### src/rtl/pc_fetch_ctrl.sv
// PC fetch sequencer: one outstanding imem fetch, 3-cycle zero-wait turnaround, valid/ready to decode.
// Decode backpressure holds DELIVER without refetching; trap/redirect flush any in-flight fetch.
module pc_fetch_ctrl #(
  parameter int            N           = 32,
  parameter logic [N-1:0]  RESET_PC    = 32'h0040_0000,
  parameter logic [N-1:0]  TRAP_VECTOR = 32'h0040_0180
) (
  input  logic          clk,
  input  logic          reset,
  output logic          imem_req,
  output logic [N-1:0]  imem_addr,
  input  logic          imem_gnt,
  input  logic          imem_rvalid,
  input  logic [31:0]   imem_rdata,
  output logic          instr_valid,
  output logic [31:0]   instr,
  output logic [N-1:0]  instr_pc,
  input  logic          instr_ready,
  input  logic          redirect_valid,
  input  logic [N-1:0]  redirect_target,
  input  logic          trap,
  output logic          misalign_err
);

  typedef enum logic [2:0] {BOOT, REQ, WAIT, DELIVER, FLUSH} state_t;

  localparam logic [N-1:0] PC_STEP = N'(4);

  state_t        state, state_nxt;
  logic [N-1:0]  pc, pc_nxt, target;
  logic          redirect_evt, target_misaligned, capture;

  always_comb begin
    redirect_evt      = trap | redirect_valid;
    target_misaligned = (redirect_target[1:0] != 2'b00);
    target            = redirect_target;
    if (trap || target_misaligned) begin
      target = TRAP_VECTOR;
    end

    state_nxt = state;
    capture   = 1'b0;
    case (state)
      BOOT:    state_nxt = REQ;
      REQ: begin
        // A granted fetch that coincides with a redirect is still in flight and must be drained.
        if (imem_gnt) begin
          state_nxt = redirect_evt ? FLUSH : WAIT;
        end
      end
      WAIT: begin
        if (imem_rvalid) begin
          if (redirect_evt) begin
            state_nxt = REQ;
          end else begin
            state_nxt = DELIVER;
            capture   = 1'b1;
          end
        end else if (redirect_evt) begin
          state_nxt = FLUSH;
        end
      end
      DELIVER: begin
        if (instr_ready || redirect_evt) begin
          state_nxt = REQ;
        end
      end
      FLUSH: begin
        if (imem_rvalid) begin
          state_nxt = REQ;
        end
      end
      default: state_nxt = BOOT;
    endcase

    pc_nxt = pc;
    if (redirect_evt) begin
      pc_nxt = target;
    end else if (capture) begin
      pc_nxt = pc + PC_STEP;
    end
  end

  always_ff @(posedge clk or negedge reset) begin
    if (!reset) begin
      state        <= BOOT;
      pc           <= RESET_PC;
      instr        <= 32'h0;
      instr_pc     <= '0;
      misalign_err <= 1'b0;
    end else begin
      state        <= state_nxt;
      pc           <= pc_nxt;
      misalign_err <= redirect_valid & ~trap & target_misaligned;
      if (capture) begin
        instr    <= imem_rdata;
        instr_pc <= pc;
      end
    end
  end

  assign imem_req    = (state == REQ);
  assign instr_valid = (state == DELIVER);
  assign imem_addr   = pc;

endmodule

### config.mk
export PLATFORM = sky130hd
export DESIGN_NAME = pc_fetch_ctrl
export DESIGN_NICKNAME = d
export VERILOG_FILES = /design/src/rtl/pc_fetch_ctrl.sv
export SDC_FILE = /design/constraint.sdc
export NUM_CORES = 1
export LEC_CHECK = 0
export CORE_MARGIN = 10
export CORE_UTILIZATION = 40
export CTS_CLUSTER_SIZE = 28
export DETAILED_ROUTE_END_ITERATION = 6
export MAX_ROUTING_LAYER = met4
export PLACE_DENSITY = 0.84
export SLEW_MARGIN = 10
export SYNTH_ARGS = -nofsm -noshare
export SYNTH_HDL_FRONTEND = slang
export SYNTH_SLANG_ARGS = --single-unit
### constraint.sdc
create_clock -name clk -period 1.79 [get_ports clk]
set_input_delay 0.358 -clock clk [delete_from_list [all_inputs] [get_ports clk]]
set_output_delay 0.358 -clock clk [all_outputs]
set_load 0.005 [all_outputs]
Word-level counts from Yosys, hierarchy flattened
Cells that the tools add are included.
{"block": "op_classes", "addsub": 1, "n_eq_ne": 8, "mux": 14, "n_bitwise": 4, "reduce_logical": 6}
{"cell": "2-to-1 mux 32 bit", "count": 3}
{"cell": "adder 32 x 3 -> 32 bit (second input constant)", "count": 1}
{"cell": "2-to-1 mux 3 bit", "count": 6}
{"cell": "case mux 3 bit (5 select lines)", "count": 1}
{"cell": "equality test 3 x 2 -> 1 bit (second input constant)", "count": 2}
{"cell": "!= test 2 x 1 -> 1 bit (second input constant)", "count": 2}
{"cell": "AND reduction 4 bit", "count": 1}
{"cell": "nonzero test 2 bit", "count": 2}
{"cell": "equality test 3 x 1 -> 1 bit (second input constant)", "count": 1}
{"cell": "equality test 3 bit (second input constant)", "count": 1}
{"cell": "zero test 3 bit", "count": 1}
{"cell": "2-to-1 mux 1 bit", "count": 3}
{"cell": "!= test 3 bit (second input constant)", "count": 1}
{"cell": "bitwise AND 1 bit", "count": 2}
{"cell": "logical OR 1 bit", "count": 2}
{"cell": "2-to-1 mux 2 bit", "count": 1}
{"cell": "!= test 2 bit (second input constant)", "count": 1}
{"cell": "inverter 1 bit", "count": 1}
{"cell": "OR 1 bit", "count": 1}
{"block": "word_totals", "regBits": 100, "in_bits": 71, "out_inout_bits": 99, "wordCells": 38}

Logic depth before layout (Yosys ltp)
{"block": "depth", "word_depth": 6, "ltp_mapped": 7, "mapped_depth_nobuf": 5}

Least setup slack after synthesis
Ideal clock, no wire load.
{"block": "synth_timing", "path_kind": "reg2reg", "startpoint": "reg pc[2], in the netlist imem_addr[2]", "endpoint": "reg pc[20], in the netlist imem_addr[20]", "arrival_ns": 1.596, "t_required_ns": 1.686, "slack_ns": 0.090, "path_stages_with_launch": 7, "path_buffers": 1, "synth_period_minus_slack_ns": 1.700, "path_cell_list": "dfrtp_1 ha_1 and4_1 buf_2 and3_1 nand4_1 a221oi_1"}
{"block": "synth_between", "elab_chain_cells": 3}
{"element": "from (decl)", "line_no": "30", "source": "logic [N-1:0] pc, pc_nxt, target;"}
{"element": "from (signal assigned)", "line_no": "93", "source": "pc <= pc_nxt;"}
{"element": "adder 32 x 3 -> 32 bit", "line_no": "80", "source": "pc_nxt = pc + PC_STEP;"}
{"element": "2-to-1 mux 32 bit", "line_no": "79", "source": "end else if (capture) begin"}
{"element": "2-to-1 mux 32 bit", "line_no": "77", "source": "if (redirect_evt) begin"}
Every way passes these cells. The select of a mux whose other input is x is not followed.
A chain may end at the register's enable or synchronous reset.

Final worst setup path
{"block": "layout_timing", "startpoint": "reg pc[10], in the netlist imem_addr[10]", "endpoint": "reg pc[15], in the netlist imem_addr[15]"}
The elaborated chain is that of the path after synthesis.

==> flow_summary.ini <==
[setup_path]
cp.required_ps = 2070
reg2reg_slack_ps = -4
end_kind = register
cpPeakStageDelay_ps = 630
r2r_start = imem_addr[10]
crit_path_start_kind = register
reg2reg_to = imem_addr[15]
path_cells = nand4_1 > or4_1 > a21oi_1 > a2bb2oi_1
crit_slowest_cell = or4_1
reg2reg_depth = 4
critPathMaxFanout = 5
crit_arrival_ps = 2070
crit_type = reg -> reg

[synthesis]
yosysMostFrequentCell = dfrtp_1
async_flop_share_pct = 100
synthSimpleGateAreaFrac_pct = 15.8
synth-compound-area-share_pct = 13.3
synth_top_family_by_area = simple AND/OR/NAND/NOR gates
synthAdderAreaFrac_pct = 0.261
synthTopCellsByArea = dfrtp_1 (52%), mux2_2 (14%), a21oi_1 (3.2%)
synth_common_cells = dfrtp_1 (99), mux2_2 (59), nand2_1 (35)
syn_area_per_cell_um2 = 11.2
synth-seq-area-share_pct = 52.2
yosysUniqueCellTypes = 58
synthesis.area_um2 = 4790
postSynthCellCount = 428
synth-edff-count = 0
synth_nets = 500
synth_top_cell_by_area = dfrtp_1
muxShareOfSynthArea_pct = 14.3
postSynthRegisterBits = 100
ys.flop_type = dfrtp_1
synth-xor-area-share_pct = 0.731
yosys_warnings = 0
synth_top_area_share_pct = 51.7

[drt]
totalWireLength_um = 15800
drc_errors = 0
first_pass_iters = 4
wl_met1_um = 6360
routed.top_layer = met4
vias = 4510
drt-initial-drc-count = 282
wl_per_cell_um = 19.5
ant_nets = 0
met3_length_um = 1270
dr_wl_met2_um = 7930
vias_per_cell = 5.58

[clocking]
ctsHtreeMaxLevel = 3
cts_tree = built
clk_path_buf_depth = 2
clockRootBuffer = clkbuf_16
clock_sinks = 100
cts_buffers = 9
path_clk_slew_ps = 70
clk_latency_ps = 350

[floorplanning]
fp.dieH_um = 129
start_util_pct = 41.5
fp-row-count = 39
dieWidth_um = 129
io_pins = 170
core-area_um2 = 11600
die_area_um2 = 16800

[timing]
min_period_over_period_pct = 100
fin_tns_setup_ps = -4.08
rsz0062_at_grt = true
worst_pin_slew_ps = 444
worst_slack_ps = -4.08
setup_viol = 1
fmaxAchievable_mhz = 557
worst_slew_margin_rel_pct = 70.2
clock-skew-final_ps = 8.47
hold_viol = 0
fin_crit_ps = 1790
slew_violations = 0

[grt]
grt_start_max_net_pins = 39
grt_remaining_overflow = 0
grt_antenna_before_repair = 0
grt_pass1_vias = 4560
grt_first_pass_wirelength_um = 24200
grtUsageTotal_pct = 18.7

[hold_path]
hold_start = instr_pc[27]
min_to = instr_pc[27]
whs_path_depth = 2
hold_class = reg -> reg

[final_layout]
layout.nets = 732
fillers = 930
regArea_um2 = 2510
final_area_um2 = 7560
diodes = 0
drive_above_1_share_pct = 26.9
syn_to_final_growth_pct = 57.7
multi_input_area_um2 = 2220

[placement]
placed_area_um2 = 7120
place.gp.congestion = 0.925
portBuffers = 169
dpl_worst_slack_ps = -305
dpl.hpwl_um = 12100

[power_and_ir_drop]
leakagePower_nw = 3.45
ir_drop_v = 0.000403
pwr_density_cell_nw_per_um2 = 744

[job]
drv_cap = 0

[outcome]
run_status = complete, but fails checks
violations = negative setup slack
[layer usage]
layer  track usage [%]  vias to the layer above
li1                  -                     2062
met1              20.9                     2244
met2              32.0                      183
met3              5.26                       21
met4              5.89                        0
met5                 -                        -
[worst max-delay path: cells and delay by family (launching register included)]
family | cells | cell delay [ps]
AND/OR/NAND/NOR | 2 | 950
flip-flops | 1 | 430
AO/OA/AOI/OAI | 2 | 340
[repair_timing]
| action | in CTS | in global routing |
|---|---|---|
| hold buffers | 1 | 0 |
| pin swaps | 0 | 4 |
| setup endpoints to repair | 8 | 19 |
| endpoints found under the hold margin | 28 | 0 |
| setup buffers | 6 | 3 |
| gates resized for setup | 11 | 26 |
[flip-flops by register name (all words and copies together), names as in the netlist]
name / count
imem_addr: 32
instr: 32
instr_pc: 32
misalign_err: 1
state: 3
[cell families (layout without fill, tap and decap cells)]
logic type / after synthesis / count (layout)
AO/OA/AOI/OAI: 98 / 98
XOR/XNOR: 4 / 4
adder cells (fa/ha/maj): 1 / 1
buffers and inverters: 33 / 270
flip-flops: 100 / 100
multiplexers: 61 / 61
AND/OR/NAND/NOR: 131 / 131
[power breakdown]
part / internal [W] / total, W / switching [W]
Sequential: 0.00248 / 0.00261 / 0.000121
Combinational: 0.000800 / 0.00123 / 0.000431
Clock: 0.000978 / 0.00179 / 0.000812
Total: 0.00426 / 0.00563 / 0.00136
[placed cells by master (no fill, tap or decap), types with 4 or more instances in the layout]
cell type | netlist | routed
clkbuf_1 | 6 | 4
nand4_1 | 16 | 16
and3_1 | 8 | 6
clkbuf_16 | 0 | 9
dfrtp_1 | 99 | 96
nor2b_1 | 5 | 4
inv_1 | 7 | 7
nor2_1 | 15 | 14
a31oi_1 | 5 | 5
a211oi_1 | 4 | 4
clkdlybuf4s50_1 | 0 | 159
a21oi_1 | 31 | 31
dlymetal6s2s_1 | 0 | 4
mux2_2 | 59 | 59
nor3_1 | 6 | 5
buf_4 | 3 | 69
nand3_1 | 10 | 8
dlygate4sd2_1 | 0 | 4
nor4_1 | 6 | 5
buf_12 | 0 | 6
a21o_1 | 5 | 5
o21ai_0 | 18 | 18
and2_1 | 11 | 11
nand2_1 | 35 | 35
[cell type report]
| type | count | share of cell area, % |
|---|---|---|
| Tap cell | 143 | 2.37 |
| Sequential cell | 100 | 33.2 |
| Clock inverter | 2 | 0.132 |
| Clock buffer | 14 | 3.36 |
| Multi-Input combinational cell | 295 | 29.4 |
| Inverter | 7 | 0.348 |
| Timing Repair Buffer | 247 | 31.3 |
[stage by stage]
stage               power (W)  std cells  utilization, %  hold WS (ps)
detailed placement    0.00384        782            61.6           311
global placement      0.00378        782            61.6           306
finish                0.00563        808            65.4           480
CTS                   0.00569        805            64.4           486
floorplan             0.00300        428               -          62.4
global route          0.00587        808            65.4           516
[worst max path at each step]
stage	startpoint	to	slack (ps)	cells past startpoint
2_1_floorplan	imem_addr[2]	imem_addr[20]	90	6
3_3_place_gp	imem_rvalid	imem_addr[20]	-210	7
3_5_place_dp	imem_rvalid	imem_addr[11]	-310	6
4_1_cts	state[2]	imem_addr[15]	0.05	7
5_1_grt	state[0]	imem_addr[15]	-40	7
6_report	imem_addr[10]	imem_addr[15]	-4	4
Power figures use the tool's default switching activity.
